## src/rtl/div_measure.sv

```systemverilog
// Measures period and high-phase length of a slow asynchronous signal in iCLK cycles.
// Result appears the cycle after the closing rising edge is detected; held until iACK.
module div_measure #(
  parameter int          WIDE = 32,
  parameter logic [31:0] TMO  = 32'd1048576
) (
  input  logic            iCLK,
  input  logic            iRST,
  input  logic            iSIG,
  input  logic            iSTART,
  input  logic            iACK,
  output logic [WIDE-1:0] oDIV,
  output logic [WIDE-1:0] oHIGH,
  output logic            oVALID,
  output logic            oOVF,
  output logic            oBUSY
);

  localparam logic [WIDE-1:0] TMO_W  = WIDE'(TMO);
  localparam logic [WIDE-1:0] TMO_M1 = WIDE'(TMO - 32'd1);
  localparam logic [WIDE-1:0] ONE    = WIDE'(1);

  typedef enum logic [1:0] {IDLE, ARM, MEASURE, DONE} state_t;

  state_t          state;
  logic            sync_1, sync_2, sig_d;
  logic            rise, fall;
  logic [WIDE-1:0] cnt;
  logic [WIDE-1:0] hi_cnt;
  logic            got_fall;

  always_ff @(posedge iCLK or posedge iRST) begin
    if (iRST) begin
      sync_1 <= 1'b0;
      sync_2 <= 1'b0;
      sig_d  <= 1'b0;
      rise   <= 1'b0;
      fall   <= 1'b0;
    end else begin
      sync_1 <= iSIG;
      sync_2 <= sync_1;
      sig_d  <= sync_2;
      rise   <= sync_2 & ~sig_d;
      fall   <= ~sync_2 & sig_d;
    end
  end

  always_ff @(posedge iCLK or posedge iRST) begin
    if (iRST) begin
      state    <= IDLE;
      cnt      <= '0;
      hi_cnt   <= '0;
      got_fall <= 1'b0;
      oDIV     <= '0;
      oHIGH    <= '0;
      oVALID   <= 1'b0;
      oOVF     <= 1'b0;
      oBUSY    <= 1'b0;
    end else begin
      case (state)
        IDLE: begin
          if (iSTART) begin
            state    <= ARM;
            cnt      <= '0;
            hi_cnt   <= '0;
            got_fall <= 1'b0;
            oBUSY    <= 1'b1;
          end
        end
        // cnt doubles as the timeout counter while waiting for the first edge
        ARM: begin
          if (rise) begin
            state <= MEASURE;
            cnt   <= ONE;
          end else if (cnt >= TMO_M1) begin
            state  <= DONE;
            oDIV   <= '0;
            oHIGH  <= '0;
            oOVF   <= 1'b1;
            oVALID <= 1'b1;
            oBUSY  <= 1'b0;
          end else begin
            cnt <= cnt + ONE;
          end
        end
        MEASURE: begin
          if (fall && !got_fall) begin
            hi_cnt   <= cnt;
            got_fall <= 1'b1;
          end
          if (rise) begin
            state  <= DONE;
            oDIV   <= cnt;
            oHIGH  <= hi_cnt;
            oOVF   <= 1'b0;
            oVALID <= 1'b1;
            oBUSY  <= 1'b0;
          end else if (cnt >= TMO_W) begin
            state  <= DONE;
            oDIV   <= '0;
            oHIGH  <= '0;
            oOVF   <= 1'b1;
            oVALID <= 1'b1;
            oBUSY  <= 1'b0;
          end else begin
            cnt <= cnt + ONE;
          end
        end
        DONE: begin
          if (iACK) begin
            oVALID <= 1'b0;
            if (iSTART) begin
              state    <= ARM;
              cnt      <= '0;
              hi_cnt   <= '0;
              got_fall <= 1'b0;
              oBUSY    <= 1'b1;
            end else begin
              state <= IDLE;
            end
          end
        end
        default: state <= IDLE;
      endcase
    end
  end

endmodule

```

## config.mk

```make
export PLATFORM = sky130hd
export DESIGN_NAME = div_measure
export DESIGN_NICKNAME = d
export VERILOG_FILES = /design/src/rtl/div_measure.sv
export SDC_FILE = /design/constraint.sdc
export NUM_CORES = 1
export LEC_CHECK = 0
export CAP_MARGIN = 30
export CORE_ASPECT_RATIO = 0.8
export CORE_MARGIN = 1.5
export CORE_UTILIZATION = 55
export CTS_CLUSTER_DIAMETER = 50
export DETAILED_ROUTE_END_ITERATION = 7
export DONT_BUFFER_PORTS = 1
export GPL_TIMING_DRIVEN = 0
export MAX_ROUTING_LAYER = met4
export PLACE_DENSITY_LB_ADDON = 0.2
export SETUP_SLACK_MARGIN = 0.4
export SLEW_MARGIN = 20
export SYNTH_ARGS = -nofsm -noshare
export SYNTH_HDL_FRONTEND = slang
export SYNTH_SLANG_ARGS = --single-unit
```

## constraint.sdc

```tcl
create_clock -name iCLK -period 5.7 [get_ports iCLK]
set_input_delay 0.855 -clock iCLK [delete_from_list [all_inputs] [get_ports iCLK]]
set_output_delay 0.855 -clock iCLK [all_outputs]
set_load 0.05 [all_outputs]
```

== After elaboration in Yosys (flattened, before gate mapping) ==
Cells that the tools add are included.
Operators by class
  add/sub/neg operators: 1
  magnitude comparators: 2
  eq/ne operators: 13
  mux-type cells: 45
  bitwise gates (word level): 4
  reductions and logical operators: 12
Operator list (number)
  two-way mux 32 bit: 14
  one-hot mux 32 bit (2 select lines): 2
  one-hot mux 32 bit (4 select lines): 1
  one-hot mux 32 bit (3 select lines): 1
  adder 32 x 1 -> 32 bit (second input constant): 1
  >= comparator 32 x 20 -> 1 bit (second input constant): 1
  >= comparator 32 x 21 -> 1 bit (second input constant): 1
  two-way mux 1 bit: 16
  AND reduction 4 bit: 4
  inequality test 2 bit (second input constant): 7
  two-way mux 2 bit: 6
  inequality test 3 bit (second input constant): 3
  one-hot mux 2 bit (4 select lines): 1
  one-hot mux 1 bit (3 select lines): 2
  nonzero test 3 bit: 2
  AND reduction 5 bit: 1
  == test 2 bit (second input constant): 2
  one-hot mux 1 bit (4 select lines): 1
  AND reduction 3 bit: 1
  bitwise AND 1 bit: 2
  == test 2 x 1 -> 1 bit (second input constant): 1
  logical NOT 2 bit: 1
  inverter 1 bit: 2
  one-hot mux 1 bit (2 select lines): 1
  3 further kinds: 3
Word-level totals
  register bits after elaboration: 139
  output and inout port bits: 67

== Logic depth before layout (Yosys ltp) ==
Gate-level depths: netlist of the first run.
  word-level depth: 4
  gate-level depth with buffers: 10
  depth with buffers taken out: 7

== Least setup slack after synthesis of the first run ==
No wires, ideal clock.
  kind: input port to flip-flop
  from: in iACK
  to: reg cnt[16]
  data arrival time: 2153 ps
  required time: 5590 ps
  slack: 3436 ps
  stages: 6
  path buffers: 1
  cells stage by stage: nand2b_1 -> o311ai_0 -> o21bai_1 -> or2_2 -> clkbuf_1 -> o41ai_1
Between the ends
  word-level cells in the longest chain between the ends: 2
Ends and longest elaborated chain
  start: declaration: line 11  | input logic iACK,
  inequality test 2 bit (no line)
  AND reduction 4 bit (no line)
  end signal: assignment: line 83  | cnt <= cnt + ONE;
  end signal: assignment: line 106  | cnt <= cnt + ONE;
  end: declaration: line 28  | logic [WIDE-1:0] cnt;
No other way between the ends.
A chain may end at the register's enable or synchronous reset.

== Worst setup path in the final report of the first run ==
  from: reg state[1]
  to: reg cnt[11]
Between the ends
  word-level cells in the longest chain between the ends: 3
  elaborated cells between the ends (all ways): 10
Ends and longest elaborated chain
  start: declaration: line 25  | state_t state;
  start signal: assignment: line 50  | state <= IDLE;
  start signal: assignment: line 63  | state <= ARM;
  start signal: assignment: line 73  | state <= MEASURE;
  == test 2 x 1 -> 1 bit / == test 2 bit (equally long branches): line 60  | case (state)
  inequality test 3 bit (no line) / inequality test 2 bit (equally long branches)
  AND reduction 4 bit (no line)
Parallel ways exist; a longest one is shown, timed or not.

==> flow_summary_export.csv, run 1 <==
group,metric,value,unit
outcome,run_status,"completed",
logic_synthesis,postSynthNetCount,533,
global_route,number_of_antenna_violations_at_the_first_check_in_global_routing,0,
setup_path,crit_path_start,"state[1]$_DFFE_PP0P_",
power,power.leakage,3.00,nW
final_layout,post_layout_nonfiller_instances,694,
routing,met3RoutedLength,858,microns
routing,drt-met1-wl,6550,microns
setup_path,cp_data_required_time,5980,ps
cts,htree_levels,4,
sta,final.setup_skew,10.1,ps
setup_path,ff2ff_path_depth,10,
cts,cts.clk_slew.worst_paths,60,ps
cts,cts-resized-gates,0,
floorplanning,floorplan.die_area,11200,sq um
final_layout,diodes,0,
floorplanning,initial_core_util,0.567,
cts,cts_tree,"yes",
sta,final_critical_path_setup_slack,2810,ps
logic_synthesis,synthesis.yosys.warnings,0,
routing,per_cell_routed_wire_length,19.5,microns
placement,dpl.cell_count,662,
sta,fin_setup_tns,0,ps
logic_synthesis,synth_area,5810,sq um
setup_path,element_type_at_the_critical_path_start,"flip-flop",
cts,clockBufferDepth,2,
final_layout,num-nets-final,553,
final_layout,area_growth,14.0,%
job,cap_viol_max_count,0,
power,ir_worst_vdd,0.281,mV
cts,hold_buffers,0,
routing,drt-total-wl,13500,microns
sta,worst-slew-pin-transition,870,ps
cts,cts_root_buf,"sky130_fd_sc_hd__clkbuf_16",
sta,drv_slew,0,
global_route,grt_pass1_vias,4117,
cts,cts_inserted_buffers,17,
power,report.power.total,3.03,mW
final_layout,post_route_cells_drive_above_1_share,0.0848,
logic_synthesis,asyncSetResetFlopFracSynth,1.00,
logic_synthesis,yosys_register_bits,139,
floorplanning,floorplan.die.width,118,microns
logic_synthesis,ys_seq_area_frac,0.599,
routing,avgViaCountPerCell,6.20,
logic_synthesis,netlist.top_cell.by_area,"sky130_fd_sc_hd__dfrtp_1",
routing,vias,4305,
logic_synthesis,synthDominantCellAreaShare,0.599,
placement,portBuffers,0,
placement,placer_congestion,0.873,
power,pwrdens,458,nW/um^2
logic_synthesis,most_instantiated_flip_flop_cell_in_the_synthesis_netlist,"sky130_fd_sc_hd__dfrtp_1",
sta,period_needed,2890,ps
global_route,grt_first_pass_wirelength,21900,microns
logic_synthesis,yosys-top-cells-area,"sky130_fd_sc_hd__dfrtp_1 60%, sky130_fd_sc_hd__a22o_1 9.7%, sky130_fd_sc_hd__nand2_1 5.0%",
routing,ant_nets,0,
sta,timing_hold_violations_final,0,
sta,min_period_over_period,0.508,
logic_synthesis,synth-edff-count,0,
cts,clk_latency_worst_skew_pair,420,ps
routing,dr.max_layer_used,"met4",
logic_synthesis,post_synth_inst_count,521,
routing,post-route-drc-count,0,
setup_path,worstPathArrival,3180,ps
cts,sinks_on_the_clock_net,139,
worst_hold_path,hold_path_class,"primary input to async pin",
setup_path,worstSetupPathType,"flip-flop to flip-flop",
logic_synthesis,synthDistinctLibCells,47,
placement,post-place-ws,2820,ps
floorplanning,core_area,10200,sq um
sta,rsz0062_at_grt,"no",
floorplanning,io-pin-count,72,
cts,cts.repair_timing.setup_buffer_count,0,
logic_synthesis,post_synth.cell_area_avg,11.1,sq um
setup_path,regToRegEndpoint,"cnt[11]$_DFFE_PP0P_",
routing,wl_met2,5960,microns
final_layout,final_area,6620,sq um
routing,initialDrtViolationCount,368,
sta,timing.final.setup_violations,0,
sta,worst_hold_slack,227,ps
placement,dp_hpwl,9070,microns
global_route,grtUsageTotal,0.265,
setup_path,worstSetupEndpointType,"flip-flop",
setup_path,crit-reg2reg-launch,"state[1]$_DFFE_PP0P_",
floorplanning,fp.dieH,94.9,microns
global_route,grt_max_degree,107,
global_route,remaining_overflow_grt,0,
setup_path,worst-path-max-fanout,10,
final_layout,final_core_utilization,0.646,
floorplanning,placementRows,33,
placement,postPlaceCellArea,6020,sq um
sta,fmax,346,MHz
setup_path,worst_reg2reg_setup_slack,2810,ps
sta,maxSlewHeadroom,0.415,
routing,drt-pass1-iter-count,6,
==> worst max-delay path, stage by stage, from the launching register on <==
cell	delay (ps)
sky130_fd_sc_hd__dfrtp_1	380
sky130_fd_sc_hd__inv_1	90
sky130_fd_sc_hd__ha_1	190
sky130_fd_sc_hd__clkbuf_1	200
sky130_fd_sc_hd__nor2b_1	240
sky130_fd_sc_hd__o21ai_0	280
sky130_fd_sc_hd__clkbuf_1	460
sky130_fd_sc_hd__clkbuf_1	450
sky130_fd_sc_hd__a21oi_1	100
sky130_fd_sc_hd__o31ai_1	240
sky130_fd_sc_hd__o31ai_1	120
==> synthesized netlist by cell type, types with 2 or more instances <==
cell,count
sky130_fd_sc_hd__ha_1,7
sky130_fd_sc_hd__inv_1,14
sky130_fd_sc_hd__buf_2,2
sky130_fd_sc_hd__and2_1,11
sky130_fd_sc_hd__o41ai_1,3
sky130_fd_sc_hd__nand2b_1,2
sky130_fd_sc_hd__a41oi_1,3
sky130_fd_sc_hd__nand4_1,9
sky130_fd_sc_hd__o31ai_1,33
sky130_fd_sc_hd__a22o_1,64
sky130_fd_sc_hd__o21ai_0,37
sky130_fd_sc_hd__nor2_1,9
sky130_fd_sc_hd__dfrtp_1,139
sky130_fd_sc_hd__clkbuf_1,34
sky130_fd_sc_hd__nand3_1,9
sky130_fd_sc_hd__and4_1,2
sky130_fd_sc_hd__buf_6,5
sky130_fd_sc_hd__mux2_2,2
sky130_fd_sc_hd__nor4_1,5
sky130_fd_sc_hd__nor3_1,5
sky130_fd_sc_hd__nor2b_1,11
sky130_fd_sc_hd__a211oi_1,2
sky130_fd_sc_hd__nand2_1,77
sky130_fd_sc_hd__a211o_1,2
sky130_fd_sc_hd__or4_1,3
sky130_fd_sc_hd__a31oi_1,4
sky130_fd_sc_hd__a21oi_1,7
==> cell type report <==
type | count | area [sq um]
plain buffers | 42 | 198
clock buffers | 19 | 443
clock inverters | 13 | 154
fillers | 806 | 3620
inverters | 14 | 60.1
multi-input cells | 326 | 2080
flip-flops and latches | 139 | 3480
well taps | 140 | 175
repair buffers | 1 | 27.5
==> cell usage in the layout, fill, tap and decap left out, types with 5 or more instances in the layout <==
master and instances:
sky130_fd_sc_hd__o31ai_1 33, sky130_fd_sc_hd__a22o_1 64, sky130_fd_sc_hd__nand3_1 9, sky130_fd_sc_hd__clkbuf_1 35
sky130_fd_sc_hd__nor4_1 5, sky130_fd_sc_hd__ha_1 7, sky130_fd_sc_hd__dfrtp_1 139, sky130_fd_sc_hd__nand2_1 77
sky130_fd_sc_hd__a21oi_1 7, sky130_fd_sc_hd__clkbuf_16 17, sky130_fd_sc_hd__o21ai_0 37, sky130_fd_sc_hd__inv_6 6
sky130_fd_sc_hd__nor2b_1 11, sky130_fd_sc_hd__nor2_1 9, sky130_fd_sc_hd__and2_1 11, sky130_fd_sc_hd__buf_6 5
sky130_fd_sc_hd__nand4_1 9, sky130_fd_sc_hd__inv_1 13
==> flip-flops by register name (all words and copies together) (netlist names) <==
name and count:
cnt 32, hi_cnt 32, oDIV 32, oHIGH 32
state 2, fall 1, got_fall 1, oBUSY 1
oOVF 1, oVALID 1, rise 1, sig_d 1
sync_1 1, sync_2 1
==> per-layer routing <==
metal | up-vias | GRT usage
met5 | - | -
met4 | 0 | 0.109
met3 | 19 | 0.0634
met2 | 158 | 0.371
met1 | 2161 | 0.372
li1 | 1967 | -
==> power breakdown <==
group	switching, mW	internal, mW
Combinational	0.582	0.249
Clock	0.441	0.667
Sequential	0.0737	1.02
==> cell families after synthesis <==
family	Yosys count	synth area share
DFF	139	0.599
AOI/OAI and AO/OA	167	0.213
buffers and inverters	56	0.0431
and+or+nand+nor	150	0.125
muxes	2	0.00388
adders and majority gates	7	0.0151
==> how the worst max path moves through the flow <==
stage | endpoint | slack [ps]
2_1_floorplan | cnt[0]$_DFFE_PP0P_ | 1120
3_3_place_gp | sync_1$_DFF_PP0_ | -100
3_5_place_dp | cnt[5]$_DFFE_PP0P_ | 2820
4_1_cts | cnt[11]$_DFFE_PP0P_ | 2790
5_1_grt | cnt[5]$_DFFE_PP0P_ | 2640
6_report | cnt[11]$_DFFE_PP0P_ | 2810
(Power assumes the default switching activity.)
==> run 2, diff against run 1 <==
==> constraint.sdc (replaced) <==
create_clock -name iCLK -period 2.4 [get_ports iCLK]
set_input_delay 0.36 -clock iCLK [delete_from_list [all_inputs] [get_ports iCLK]]
set_output_delay 0.36 -clock iCLK [all_outputs]
set_load 0.05 [all_outputs]
==> flow_summary_export.csv, run 2 (synthesis gave the netlist of run 1 again) <==
group,metric,value,unit
outcome,run_status,"finished with violations",
outcome,violated_checks,"setup timing",
routing,drt-pass1-iter-count,6,
cts,cts_tree,"yes",
final_layout,num-nets-final,592,
sta,fmax,414,MHz
sta,period_needed,2420,ps
setup_path,worstPathArrival,2780,ps
worst_hold_path,timing.hold.worst.start,"iACK",
sta,worst-slew-pin-transition,568,ps
final_layout,post_route_cells_drive_above_1_share,0.266,
sta,min_period_over_period,1.01,
cts,cts.clk_slew.worst_paths,60,ps
floorplanning,initial_core_util,0.567,
cts,cts_root_buf,"sky130_fd_sc_hd__clkbuf_16",
setup_path,regToRegEndpoint,"oHIGH[6]$_DFFE_PP0P_",
routing,ant_nets,0,
routing,post-route-drc-count,0,
cts,clockBufferDepth,2,
setup_path,worstSetupPathType,"flip-flop to flip-flop",
placement,post-place-ws,-244,ps
worst_hold_path,hold_path_class,"primary input to flip-flop",
placement,placer_congestion,0.854,
global_route,grtUsageTotal,0.280,
routing,avgViaCountPerCell,6.36,
setup_path,worst_reg2reg_setup_slack,-20,ps
floorplanning,io-pin-count,72,
routing,vias,4662,
floorplanning,fp.dieH,94.9,microns
floorplanning,core_area,10200,sq um
sta,drv_slew,0,
setup_path,worstSetupEndpointType,"flip-flop",
floorplanning,floorplan.die_area,11200,sq um
routing,per_cell_routed_wire_length,21.3,microns
final_layout,most-common-layout-cells,"135 x sky130_fd_sc_hd__dfrtp_1, 76 x sky130_fd_sc_hd__nand2_1, 64 x sky130_fd_sc_hd__a22o_1",
cts,cts_inserted_buffers,17,
global_route,number_of_antenna_violations_at_the_first_check_in_global_routing,0,
placement,dp_hpwl,9510,microns
setup_path,cp_data_required_time,2760,ps
sta,rsz0062_at_grt,"yes",
cts,sinks_on_the_clock_net,139,
floorplanning,placementRows,33,
final_layout,diodes,0,
sta,maxSlewHeadroom,0.611,
routing,initialDrtViolationCount,503,
job,cap_viol_max_count,0,
setup_path,element_type_at_the_critical_path_start,"flip-flop",
power,power.leakage,3.44,nW
sta,timing.final.setup_violations,8,
sta,final.setup_skew,10.5,ps
sta,worst_hold_slack,186,ps
sta,timing_hold_violations_final,0,
global_route,grt_first_pass_wirelength,23200,microns
sta,final_critical_path_setup_slack,-16.6,ps
setup_path,crit-reg2reg-launch,"cnt[24]$_DFFE_PP0P_",
power,pwrdens,1150,nW/um^2
final_layout,final_common_cell,"sky130_fd_sc_hd__dfrtp_1",
setup_path,ff2ff_path_depth,7,
worst_hold_path,hold-path-cell-count,2,
power,ir_worst_vdd,0.834,mV
final_layout,area_growth,29.2,%
floorplanning,floorplan.die.width,118,microns
cts,clk_latency_worst_skew_pair,430,ps
global_route,grt_pass1_vias,4319,
global_route,remaining_overflow_grt,0,
routing,drt-total-wl,15600,microns
worst_hold_path,timing.hold.worst_endpoint,"oBUSY$_DFFE_PP0P_",
placement,portBuffers,0,
global_route,grt_max_degree,36,
cts,htree_levels,4,
setup_path,worst-path-max-fanout,10,
## run 2: changes by cell type in the layout (fill, tap and decap cells not counted), sizes merged
cell         previous run  this run
dlygate4sd3             0         2
buf                     9        48
clkinvlp                1         3
clkbuf                 53        50
inv                    21        19
bufinv                  2         3
## run 2: layout make-up
type	instances	area, sq um
inverter	14	56.3
timing repair buffer	40	427
sequential	139	3480
clock buffer	18	439
buffer	42	320
multi-input combinational	326	2420
tap	140	175
clock inverter	14	180
fill	670	2740
## run 2: per-stage QoR
step                instances  power, mW  utilization  setup TNS, ps  area (sq um)
floorplan                 521       4.06            -              0          5840
global placement          661       4.55        0.587         -53380          6010
detailed placement        665       4.61        0.595         -14840          6090
CTS                       716       7.77        0.687              0          7030
global route              733       8.91        0.733          -2760          7500
finish                    733       8.60        0.733          -60.7          7500
## run 2: worst max-delay path: stages (launching register included)
cell                      delay, ps
sky130_fd_sc_hd__dfrtp_2        410
sky130_fd_sc_hd__or4_4          550
sky130_fd_sc_hd__or3_4          430
sky130_fd_sc_hd__a311o_1        360
sky130_fd_sc_hd__nand3_4        170
sky130_fd_sc_hd__buf_12         160
sky130_fd_sc_hd__buf_8          130
sky130_fd_sc_hd__a22o_1         140
## run 2: power by group
group | leakage, nW | switching (mW) | internal [mW] | total (mW)
combinational | 1.23 | 1.81 | 1.43 | 3.24
clock | 0.299 | 1.08 | 1.68 | 2.76
sequential | 1.91 | 0.175 | 2.42 | 2.60
total | 3.44 | 3.07 | 5.53 | 8.60
## run 2: routing by layer
layer / share of wire / GRT usage
met4: 0.023 / 0.0986
met1: 0.44 / 0.392
met3: 0.070 / 0.0592
met5: 0 / -
met2: 0.46 / 0.407
## run 2: worst max path at each step
stage	from	end	cells after the start
after floorplan	cnt[24]$_DFFE_PP0P_	oBUSY$_DFFE_PP0P_	7
after global placement	iRST	sync_1$_DFF_PP0_	1
after detailed placement	cnt[26]$_DFFE_PP0P_	oOVF$_DFFE_PP0P_	7
after CTS	cnt[24]$_DFFE_PP0P_	oHIGH[6]$_DFFE_PP0P_	7
after global routing	cnt[21]$_DFFE_PP0P_	oHIGH[6]$_DFFE_PP0P_	7
final	cnt[24]$_DFFE_PP0P_	oHIGH[6]$_DFFE_PP0P_	7
## run 2: repair_timing
action	4_1_cts	5_1_grt
gates resized for setup	55	78
hold endpoints to repair	10	0
hold buffers	2	0
pin swaps	3	9
cloned	2	4
buffers inserted	15	13
setup endpoints to repair	134	134
